### config.mk
export PLATFORM = sky130hd
export DESIGN_NAME = tone_period_meter
export DESIGN_NICKNAME = d
export VERILOG_FILES = /design/src/rtl/tone_period_meter.sv
export SDC_FILE = /design/constraint.sdc
export NUM_CORES = 1
export LEC_CHECK = 0
export BUFFER_PORTS_ARGS = -buffer_cell sky130_fd_sc_hd__buf_2
export CAP_MARGIN = 5
export CELL_PAD_IN_SITES_DETAIL_PLACEMENT = 1
export CELL_PAD_IN_SITES_GLOBAL_PLACEMENT = 2
export CORE_ASPECT_RATIO = 0.7
export CORE_MARGIN = 10
export CORE_UTILIZATION = 35
export DETAILED_ROUTE_END_ITERATION = 12
export PLACE_DENSITY = 0.89
export SYNTH_ARGS = -nofsm -noshare
export SYNTH_HDL_FRONTEND = slang
export SYNTH_SLANG_ARGS = --single-unit
### constraint.sdc
create_clock -name clk_i -period 4.4 [get_ports clk_i]
set_input_delay 0.44 -clock clk_i [delete_from_list [all_inputs] [get_ports clk_i]]
set_output_delay 0.44 -clock clk_i [all_outputs]
set_load 0.03 [all_outputs]
### src/rtl/tone_period_meter.sv
// Half-period meter for an asynchronous square wave: synchronizes the input, times the
// interval between edges in clk_i cycles, locks on consistent runs and flags signal loss.
module tone_period_meter #(
    parameter int CNT_W          = 22,
    parameter int TOL            = 64,
    parameter int LOCK_CNT       = 4,
    parameter int TIMEOUT_CYCLES = 4_000_000
) (
    input  logic             clk_i,
    input  logic             rst_n_i,
    input  logic             en_i,
    input  logic             tone_i,
    output logic [CNT_W-1:0] period_o,
    output logic             valid_o,
    output logic             locked_o,
    output logic             timeout_o
);

    typedef enum logic [1:0] {
        IDLE      = 2'd0,
        WAIT_EDGE = 2'd1,
        MEASURE   = 2'd2,
        LOCKED    = 2'd3
    } state_t;

    localparam logic [CNT_W-1:0] CNT_MAX     = '1;
    localparam logic [CNT_W-1:0] TIMEOUT_VAL = CNT_W'(TIMEOUT_CYCLES);
    localparam logic [CNT_W:0]   TOL_VAL     = (CNT_W+1)'(TOL);
    localparam logic [3:0]       LOCK_VAL    = 4'(LOCK_CNT);

    state_t           state;
    logic [CNT_W-1:0] cnt;
    logic [CNT_W-1:0] prev;
    logic [3:0]       match;
    logic             have_prev;

    logic tone_p0;
    logic tone_p1;
    logic tone_p2;
    logic edge_p3;

    logic is_match;
    logic timeout_hit;

    function automatic logic [CNT_W-1:0] sat_inc(input logic [CNT_W-1:0] v);
        return (v == CNT_MAX) ? v : v + CNT_W'(1);
    endfunction

    function automatic logic [CNT_W:0] abs_diff(input logic [CNT_W-1:0] a,
                                                input logic [CNT_W-1:0] b);
        logic signed [CNT_W:0] d;
        d = $signed({1'b0, a}) - $signed({1'b0, b});
        return d[CNT_W] ? $unsigned(-d) : $unsigned(d);
    endfunction

    // Stage p0/p1: synchronizer, p2: history, p3: registered edge pulse (either polarity).
    always_ff @(posedge clk_i or negedge rst_n_i) begin
        if (!rst_n_i) begin
            tone_p0 <= 1'b0;
            tone_p1 <= 1'b0;
            tone_p2 <= 1'b0;
            edge_p3 <= 1'b0;
        end else begin
            tone_p0 <= tone_i;
            tone_p1 <= tone_p0;
            tone_p2 <= tone_p1;
            edge_p3 <= tone_p1 ^ tone_p2;
        end
    end

    // The measurement m is the counter value in the cycle the edge pulse is high.
    assign is_match    = (abs_diff(cnt, prev) <= TOL_VAL);
    assign timeout_hit = (cnt == TIMEOUT_VAL) && !edge_p3;

    // Stage p4: measurement FSM with registered outputs.
    always_ff @(posedge clk_i or negedge rst_n_i) begin
        if (!rst_n_i) begin
            state     <= IDLE;
            cnt       <= '0;
            prev      <= '0;
            match     <= '0;
            have_prev <= 1'b0;
            period_o  <= '0;
            valid_o   <= 1'b0;
            locked_o  <= 1'b0;
            timeout_o <= 1'b0;
        end else if (!en_i) begin
            state     <= IDLE;
            cnt       <= '0;
            prev      <= '0;
            match     <= '0;
            have_prev <= 1'b0;
            period_o  <= '0;
            valid_o   <= 1'b0;
            locked_o  <= 1'b0;
            timeout_o <= 1'b0;
        end else begin
            valid_o <= 1'b0;
            cnt     <= edge_p3 ? CNT_W'(1) : sat_inc(cnt);
            if (edge_p3) begin
                timeout_o <= 1'b0;
            end

            case (state)
                IDLE: begin
                    state <= WAIT_EDGE;
                end
                WAIT_EDGE: begin
                    if (edge_p3) begin
                        have_prev <= 1'b0;
                        match     <= '0;
                        state     <= MEASURE;
                    end
                end
                MEASURE: begin
                    if (edge_p3) begin
                        prev      <= cnt;
                        have_prev <= 1'b1;
                        if (!have_prev || !is_match) begin
                            match <= '0;
                        end else if (match + 4'd1 == LOCK_VAL) begin
                            match    <= LOCK_VAL;
                            period_o <= cnt;
                            valid_o  <= 1'b1;
                            locked_o <= 1'b1;
                            state    <= LOCKED;
                        end else begin
                            match <= match + 4'd1;
                        end
                    end
                end
                LOCKED: begin
                    if (edge_p3) begin
                        prev <= cnt;
                        if (is_match) begin
                            period_o <= cnt;
                            valid_o  <= 1'b1;
                        end else begin
                            locked_o <= 1'b0;
                            match    <= '0;
                            state    <= MEASURE;
                        end
                    end
                end
                default: begin
                    state <= IDLE;
                end
            endcase

            // timeout_hit excludes edge cycles, so this never overrides an edge decision.
            if (state != IDLE && timeout_hit) begin
                timeout_o <= 1'b1;
                locked_o  <= 1'b0;
                period_o  <= '0;
                match     <= '0;
                state     <= WAIT_EDGE;
            end
        end
    end

endmodule

=== Word level (Yosys, flattened, before mapping) ===
Cells that the tools add are included.

* Eq/ne operators: 22
* Bitwise operators: 1
* Reduce and logical (&&, ||, !) cells: 15
* $add $sub $neg: 4
* Multiplexer cells: 54
* $lt $le $gt $ge: 1

{| class="wikitable"
|+ Operators by type and width
! kind !! count
|-
| 22-bit 2-to-1 mux || 13
|-
| 22-bit equality test (second input constant) || 2
|-
| 22-bit case mux with 2 select lines || 1
|-
| 4-bit 2-to-1 mux || 8
|-
| 4-bit inequality test (second input constant) || 7
|-
| 23-bit by 7-bit <= comparator with 1-bit output (second input constant) || 1
|-
| 23-bit 2-to-1 mux || 1
|-
| 23-bit negator || 1
|-
| 22-bit by 22-bit subtractor with 23-bit output || 1
|-
| 22-bit by 1-bit adder with 22-bit output (second input constant) || 1
|-
| 1-bit 2-to-1 mux || 18
|-
| 6-bit AND reduction || 3
|-
| 2-bit 2-to-1 mux || 8
|-
| 4-bit case mux with 3 select lines || 1
|-
| 3-bit inequality test (second input constant) || 3
|-
| 2-bit case mux with 4 select lines || 1
|-
| 3-bit by 1-bit inequality test with 1-bit output (second input constant) || 2
|-
| 1-bit case mux with 2 select lines || 3
|-
| 5-bit by 1-bit inequality test with 1-bit output (second input constant) || 1
|-
| 5-bit AND reduction || 1
|-
| 4-bit by 1-bit adder with 4-bit output (second input constant) || 1
|-
| 2-bit equality test (second input constant) || 2
|-
| 4-bit by 3-bit equality test with 1-bit output (second input constant) || 1
|-
| 4-bit by 1-bit inequality test with 1-bit output (second input constant) || 1
|-
| 12 further kinds || 15
|}

* Output and inout port bits: 25
* Flip-flop bits (word level): 80
* Input bits: 4

=== Longest topological paths before layout ===
Gate-level depths: netlist of run 1.

* Word-level depth: 11
* Gate-level depth with buffers: 18
* Gate-level depth less buffers: 16

=== Worst setup path before layout of run 1 ===
OpenSTA, ideal clock, no wires.

* Path kind: register to register
* Start: register cnt[0]
* End: register period_o[0]
* Data arrival time: 4,321 ps
* Buffers on the path: 1
* Setup slack: -42 ps
* Cell stages (with the launch flop): 18
* Data required time: 4,278 ps
* Cells stage by stage: dfrtp_1 -> inv_1 -> ha_1 -> inv_1 -> fa_1 -> a21oi_4 -> a2bb2oi_2 -> a21oi_1 -> or2_1 -> or4_4 -> a2111oi_4 -> nor2_1 -> o21ai_1 -> nand4b_1 -> nor4b_4 -> o21ai_2 -> buf_4 -> a32o_1

* Word-level cells in the longest chain between the ends: 8
* Elaborated cells on any way between the ends: 24
* Those cells by class: add/sub: 2; order compare: 1; eq/ne: 7; mux: 9; reduce/logical: 5

{| class="wikitable"
|+ RTL lines
! item !! line !! source
|-
| start: declaration || 32 || <nowiki>logic [CNT_W-1:0] cnt;</nowiki>
|-
| start signal: assignment || 99 || <nowiki>cnt <= edge_p3 ? CNT_W'(1) : sat_inc(cnt);</nowiki>
|-
| 22-bit by 22-bit subtractor with 23-bit output || 52 || <nowiki>d = $signed({1'b0, a}) - $signed({1'b0, b});</nowiki>
|-
| 23-bit negator || 53 || <nowiki>return d[CNT_W] ? $unsigned(-d) : $unsigned(d);</nowiki>
|-
| 23-bit 2-to-1 mux || 53 ||
|-
| 23-bit by 7-bit <= comparator with 1-bit output || 72 || <nowiki>assign is_match = (abs_diff(cnt, prev) <= TOL_VAL);</nowiki>
|-
| 1-bit zero test || 119 || <nowiki>if (!have_prev || !is_match) begin</nowiki>
|-
| 1-bit logical OR || 119 ||
|-
| 4-bit inequality test (no line) || n/a ||
|-
| 6-bit AND reduction (no line) || n/a ||
|-
| end signal: assignment || 123 || <nowiki>period_o <= cnt;</nowiki>
|-
| end signal: assignment || 136 || <nowiki>period_o <= cnt;</nowiki>
|-
| end: declaration || 13 || <nowiki>output logic [CNT_W-1:0] period_o,</nowiki>
|}

Several ways; a longest one is shown, not always the timed one. The select of a mux whose other input is x is not followed.
A chain may end at the register's enable or synchronous reset.

=== Worst setup path in the final report of run 1 ===
* Start: register prev[4]
* End: register match[1]

* Word-level cells in the longest chain between the ends: 11
* Elaborated cells on any way between the ends: 13
* Those cells by class: add/sub: 2; order compare: 1; eq/ne: 1; mux: 6; reduce/logical: 3

{| class="wikitable"
|+ RTL lines
! item !! line !! source
|-
| start: declaration || 33 || <nowiki>logic [CNT_W-1:0] prev;</nowiki>
|-
| start signal: assignment || 117 || <nowiki>prev <= cnt;</nowiki>
|-
| start signal: assignment || 134 || <nowiki>prev <= cnt;</nowiki>
|-
| 22-bit by 22-bit subtractor with 23-bit output (*) || 52 ||
|-
| 23-bit negator || 53 ||
|-
| 23-bit 2-to-1 mux (*) || 53 ||
|-
| 23-bit by 7-bit <= comparator with 1-bit output (*) || 72 ||
|-
| 1-bit zero test || 119 ||
|-
| 1-bit logical OR || 119 ||
|-
| 4-bit 2-to-1 mux || 119 ||
|-
| 4-bit 2-to-1 mux || 116 || <nowiki>if (edge_p3) begin</nowiki>
|-
| 4-bit case mux with 3 select lines || 104 || <nowiki>case (state)</nowiki>
|-
| 4-bit 2-to-1 mux || 151 || <nowiki>if (state != IDLE && timeout_hit) begin</nowiki>
|-
| 4-bit 2-to-1 mux || 87 || <nowiki>end else if (!en_i) begin</nowiki>
|-
| end signal: assignment || 128 || <nowiki>match <= match + 4'd1;</nowiki>
|-
| end: declaration || 34 || <nowiki>logic [3:0] match;</nowiki>
|}

Mark *: on every way between the ends. The rest lies on a longest branch, timed or not. The select of a mux whose other input is x is not followed.

==> qor.txt, run 1 <==
CP endpoint kind - flip-flop
Crit Reg-Reg Startpoint - prev[4]
Post-synth top area share - 0.327
P_leak - 0.00337 uW
Worst min path class - primary input to flip-flop
Initial Util - 0.357
Register clock-pin slew on the reported worst setup and hold paths - 0.07 ns
Dominant cell by count in the synthesized netlist - nand2_1
GRT Total Usage - 0.188
RSZ-0062 raised after global routing - true
Crit-path cells - inv_1, ha_2, a21o_4, a31oi_2, buf_4, a21o_1, a211oi_1, buf_4, or4_4, a2111oi_4, buf_4, a21o_1, a21oi_2, or4_1, o21ai_2, buf_6, buf_4, nand2_1, o21ai_1
Final ANT Viol Nets - 0
Core Rows - 40
Syn_area_per_cell - 8.28 um2
Worst endpoint required time - 4.67 ns
CTS Root Cell - clkbuf_16
First drt pass iteration count - 4
Wire per inst - 20.4 um
Maximum vdd drop - 0.183 mV
Status - finished, final reports clean
Vias in the first global route - 6,555
Post-synthesis sequential element count - 80
Synth top cells by count - nand2_1, dfrtp_1, nor2_1
Avg Vias per Cell - 5.82
Max-slew violations - 0
Largest net degree at the start of global routing - 81
CP Launch Type - flip-flop
Largest stage delay, worst path - 0.58 ns
Post-Route WL - 21.7 mm
Max-cap violations - 0
Total number of vias - 6,171
Clk_skew - 0.00648 ns
Grt total ovfl - 0
PD cells - 295 nW/um2
TritonCTS clock tree - yes
Die Footprint - 23,300 um2
Biggest area consumer among synthesized cells - dfrtp_1
Synth warn - 0
Drc violations - 0
Final setup viols - 0
Worst Setup Path Type - flip-flop to flip-flop
HP Start - tone_i
Max Freq - 0.234 GHz
Most frequent CP cell - buf_4
Crit share post-route - 0.973
Share of layout cells above drive strength 1 - 0.221
IO Pins - 29
Fin area - 7580 um2
Number of synthesized flops with an enable pin - 0
Later-pin clock latency in the skew report - 0.34 ns
First-pass GRT wire length - 35.2 mm
Worst slew pin tran - 1.03 ns
Cell variety after synth - 77
DRT iter0 DRCs - 407
Port Buffers - 28
Synth Flop Type - dfrtp_1
Top post-synthesis cells by area - dfrtp_1, ha_1, nand2_1
Maximum buffer depth of the clock tree - 2
Die Height - 131 um
Multi-input combinational cell area - 4020 um2
Final Util - 0.442
Placed inst area - 6950 um2
Mapped cell area - 6130 um2
Num CTS Buffers - 9
Initial antenna violation count - 1
FF/Latch Area - 2000 um2
Post-synthesis async set-or-reset flop share - 1.00
Core area - 17,200 um2
Gp weighted congestion - 0.921
Final min period - 4.28 ns
H-tree depth - 3
Layout Nets - 855
Crit-path slowest cell - or4_4
CP arrival - 4.55 ns
Area Overhead vs Synth - 23.7%
CTS Sinks - 80
Final Hold Viols - 0
Syn Inst Count - 740
Seq/Total Area, Yosys - 0.327
Syn Nets - 771
Fillers - 2,063
Max-slew headroom - 0.310
CP startpoint - prev[4]
Largest fanout on the critical path - 7
DIE WIDTH - 178 um
HPWL after DPL - 16.2 mm
-- critical path, delay by kind of cell (launching register included) --
kind / cells / cell delay (ns)
fa+ha+maj: 1 / 0.32
compound gates: 9 / 1.48
simple gates: 3 / 1.18
buf+inv: 6 / 0.85
flops: 1 / 0.39
-- flip-flops by register name, indices dropped and copies added, names as in the netlist, 2 cells and up --
register and count:
cnt 22, match 4, period_o 22, prev 22, state 2
-- power by group --
group	switching [uW]	internal [uW]	leakage [uW]
registers	18.3	746	0.00110
logic	398	275	0.00212
clock network	337	464	0.000148
total	753	1480	0.00337
-- metrics by stage --
step                hold WS (ns)  power (uW)  TNS [ns]  cells  setup WS, ns
floorplan                  0.144        1150         0    740      0.000635
global placement           0.343        1340         0   1035        0.0183
detailed placement         0.336        1360     -4.16   1035        -0.295
CTS                        0.201        2200         0   1055       0.00699
global route               0.189        2340    -0.406   1060       -0.0542
finish                     0.205        2240         0   1061         0.119
-- layout make-up --
class | count | area share
Multi-Input combinational cell | 576 | 0.531
Sequential cell | 80 | 0.264
Timing Repair Buffer | 108 | 0.101
Tap cell | 231 | 0.0381
Clock buffer | 10 | 0.0315
Inverter | 49 | 0.0243
Clock inverter | 6 | 0.00974
Antenna cell | 1 | 0.000330
-- cells by family (layout without fill, tap and decap cells) --
family	after synthesis	in the layout	synth area share
and+or+nand+nor	285	285	0.232
AOI/OAI and AO/OA	212	212	0.251
DFF	80	80	0.327
muxes	17	17	0.0280
adders and majority gates	27	27	0.0563
other	0	1	0
xor gates and xnor gates	35	35	0.0500
buffers and inverters	84	173	0.0557
-- path summary, 6_finish.rpt --
kind,endpoint,slack [ns],cells past startpoint
worst max-delay path,match[1],0.12,19
worst max register to register,match[1],0.12,19
max in group asynchronous,period_o[8],3.45,1
worst min-delay path,tone_p0,0.21,1
min in group asynchronous,prev[5],0.27,1
worst min register to register,tone_p1,0.36,0
-- layout by cell type, fill, tap and decap left out, drive strengths merged, types with 7 or more instances in the layout --
| cell | instances |
|---|---|
| buf | 108 |
| nand2 | 83 |
| dfrtp | 80 |
| nor2 | 65 |
| inv | 52 |
| o21ai | 51 |
| a21oi | 40 |
| nand3 | 33 |
| ha | 26 |
| xor2 | 22 |
| nor3 | 19 |
| nand4 | 16 |
| mux2i | 16 |
| xnor2 | 13 |
| a21o | 12 |
| and2 | 10 |
| a31oi | 10 |
| clkbuf | 10 |
| a32o | 9 |
| and3 | 9 |
| nor4 | 9 |
| o21a | 8 |
| o211ai | 8 |
| a211o | 7 |
| or4 | 7 |
| or3 | 7 |
| a211oi | 7 |
-- per-layer routing --
layer | GRT usage | vias to the layer above | wire, um
met2 | 0.305 | 146 | 10000
li1 | - | 2881 | -
met3 | 0.0341 | 25 | 1010
met1 | 0.254 | 3119 | 10400
met5 | 0 | - | 0
met4 | 0.0474 | 0 | 225
-- repair_timing --
action                                  in CTS  in global routing
setup buffers                                4                  5
pin swaps                                    8                 13
hold buffers                                 0                  0
endpoints found under the setup margin      28                 28
gates resized for setup                     17                 35
No activity file was read; power rests on OpenSTA's default activity.
==> run 2: changes to the inputs <==
RECOVER_POWER = 100   (was not set)
==> run 2 against run 1 <==
Largest cell class unchanged. Count of clock-buffer cells in the layout did not move. First-iteration DRC count down 6.6%. Clock power fell by 0.6%. Combinational power barely moved. The run now ends with capacitance limit, slew limit left. Design area shrank 0.64%. Hold slack better by 0.0038 ns. Setup slack improved by 0.0036 ns. Largest power group unchanged.
==> qor.txt, run 2 (same netlist as run 1, synthesis figures left out) <==
Max-slew violations - 122 (+122)
Worst Setup Path Type - flip-flop to flip-flop
Die Height - 131 um (unchanged)
CTS Sinks - 80 (unchanged)
Finished Layout Cells - 1,061 (unchanged)
Largest net degree at the start of global routing - 81 (unchanged)
CP Depth - 20 (+1)
Most frequent cells in the layout - nand2_1, dfrtp_1, buf_4
HPWL after DPL - 16.2 mm (unchanged)
First-pass GRT wire length - 35.2 mm (unchanged)
Multi-input combinational cell area - 4020 um2 (about the same)
DIE WIDTH - 178 um (unchanged)
H-tree depth - 3 (unchanged)
Crit-path slowest cell - or4_1
Status - complete, but fails checks
Initial Util - 0.357 (unchanged)
Max-slew headroom - -0.361 (-0.671)
DRT iter0 DRCs - 380 (-6.6%)
Most Crowded Layer GR - met2
Wire per inst - 20.3 um (-0.47%)
Post-Route WL - 21.6 mm (-0.47%)
Share of layout cells above drive strength 1 - 0.186 (-0.0350)
Core Rows - 40 (unchanged)
CP Launch Type - flip-flop
Largest delay share family, worst path - compound AO/OA/AOI/OAI gates
Final Hold Viols - 0 (unchanged)
Final Util - 0.439 (-0.00284)
Layout Nets - 855 (unchanged)
Hold-critical path depth - 1 (unchanged)
Worst endpoint required time - 4.67 ns (about the same)
Gp weighted congestion - 0.921 (unchanged)
Grt total ovfl - 0 (unchanged)
CTS Root Cell - clkbuf_16
First drt pass iteration count - 5 (+1)
Grt met2 use - 0.305 (unchanged)
Later-pin clock latency in the skew report - 0.34 ns (about the same)
Final ANT Viol Nets - 0 (unchanged)
GRT Total Usage - 0.188 (unchanged)
PD cells - 296 nW/um2 (+0.33%)
Core area - 17,200 um2 (unchanged)
Number of buffers inserted by hold repair at cts - 0 (unchanged)
Drc violations - 0 (unchanged)
Final min period - 4.28 ns (-0.00362 ns)
CP endpoint kind - flip-flop
Clk_skew - 0.00680 ns (+0.000319 ns)
Max Freq - 0.234 GHz (about the same)
Place WS - -0.295 ns (unchanged)
Crit share post-route - 0.972 (about the same)
P_leak - 0.00325 uW (-3.7%)
Die Footprint - 23,300 um2 (unchanged)
Fillers - 2,071 (+0.39%)
Area Overhead vs Synth - 22.9%
Failing checks - capacitance limit, slew limit
Vias in the first global route - 6,555 (unchanged)
Port Buffers - 28 (unchanged)
Num CTS Buffers - 9 (unchanged)
Largest registers - cnt (22), period_o (22), prev (22)
Crit-path cells - inv_2, ha_2, inv_1, fa_2, a21oi_4, o2bb2ai_4, or3_4, a211oi_4, buf_4, nand3_1, a21oi_1, buf_4, mux2i_1, o22ai_2, or4_1, o21ai_2, buf_6, buf_4, nand2_1, o21ai_1
Worst min path class - primary input to flip-flop
Met3 usage - 0.0341 (unchanged)
TritonCTS clock tree - yes
GRT met1 Usage - 0.254 (unchanged)
IO Pins - 29 (unchanged)
RSZ-0062 raised after global routing - true
Maximum buffer depth of the clock tree - 2 (unchanged)
Most frequent CP cell - buf_4
Initial antenna violation count - 1 (unchanged)
Dpl cells - 1,035 (unchanged)
Final setup viols - 0 (unchanged)
Avg Vias per Cell - 5.76 (-0.92%)
Setup slack after layout - 0.123 ns (+0.00362 ns)
Maximum vdd drop - 0.185 mV (+1.1%)
Buffers & Inverters on Critical Path - 6 (unchanged)
CP arrival - 4.55 ns (about the same)
Max-cap violations - 2 (+2)
Commonest non-fill, non-tap cell in the layout - nand2_1
Largest stage delay, worst path - 0.57 ns (about the same)
Largest fanout on the critical path - 5 (-2)
Register clock-pin slew on the reported worst setup and hold paths - 0.07 ns (about the same)
Worst slew pin tran - 2.04 ns (+1.01 ns)
FF/Latch Area - 2000 um2 (unchanged)
R2R depth - 20 (+1)
Total number of vias - 6,114 (-0.92%)
-- run 2: cell type report --
| class | instances | area share |
|---|---|---|
| multi-input combinational | 576 | 0.534 |
| tap | 231 | 0.0384 |
| antenna | 1 | 0.000332 |
| clock buffer | 10 | 0.0317 |
| inverter | 49 | 0.0244 |
| timing repair buffer | 108 | 0.0959 |
| sequential | 80 | 0.266 |
| clock inverter | 6 | 0.00980 |
-- run 2: power breakdown --
part / internal [uW] / switching (uW) / total (uW)
Sequential: 746 / 18.4 / 764
Combinational: 273 / 397 / 670
Clock: 464 / 332 / 796
Total: 1480 / 748 / 2230
-- run 2: worst reg2reg max path: stages (launching register included) --
cell and delay, ns:
dfrtp_1 0.39, inv_2 0.06, ha_2 0.17, inv_1 0.05, fa_2 0.37, a21oi_4 0.23, o2bb2ai_4 0.11, or3_4 0.36
a211oi_4 0.32, buf_4 0.18, nand3_1 0.09, a21oi_1 0.22, buf_4 0.16, mux2i_1 0.23, o22ai_2 0.16, or4_1 0.57
o21ai_2 0.15, buf_6 0.15, buf_4 0.12, nand2_1 0.06, o21ai_1 0.07
-- run 2: path summary, 6_finish.rpt --
| kind | startpoint | end | slack, ns |
|---|---|---|---|
| worst max-delay path | cnt[0] | match[1] | 0.12 |
| worst min-delay path | tone_i | tone_p0 | 0.21 |
| worst max register to register | cnt[0] | match[1] | 0.12 |
| worst min register to register | tone_p0 | tone_p1 | 0.36 |
| max in group asynchronous | rst_n_i | period_o[8] | 2.50 |
| min in group asynchronous | rst_n_i | prev[5] | 0.67 |
-- run 2: stage by stage --
step	setup TNS, ns	hold WS [ns]	total power (uW)	area, um2
after floorplan	0	0.144	1150	6130
after global placement	0	0.343	1340	6950
after detailed placement	-4.16	0.336	1360	6950
after CTS	0	0.201	2200	7390
after global routing	-0.406	0.189	2340	7530
final	0	0.209	2230	7530
-- run 2: per-layer routing --
| metal | part of all wire | routed length, um | vias to the layer above |
|---|---|---|---|
| met4 | 0.0092 | 199 | 0 |
| met3 | 0.050 | 1080 | 20 |
| met1 | 0.48 | 10300 | 3090 |
| met2 | 0.46 | 9990 | 130 |
| met5 | 0 | 0 | - |
| li1 | - | - | 2874 |
-- run 2: repair_timing --
| item | 4_1_cts | 5_1_grt |
|---|---|---|
| pin swaps | 8 | 13 |
| endpoints found under the setup margin | 28 | 28 |
| cloned | 0 | 0 |
| resized for setup | 17 | 35 |
| buffers inserted | 4 | 5 |
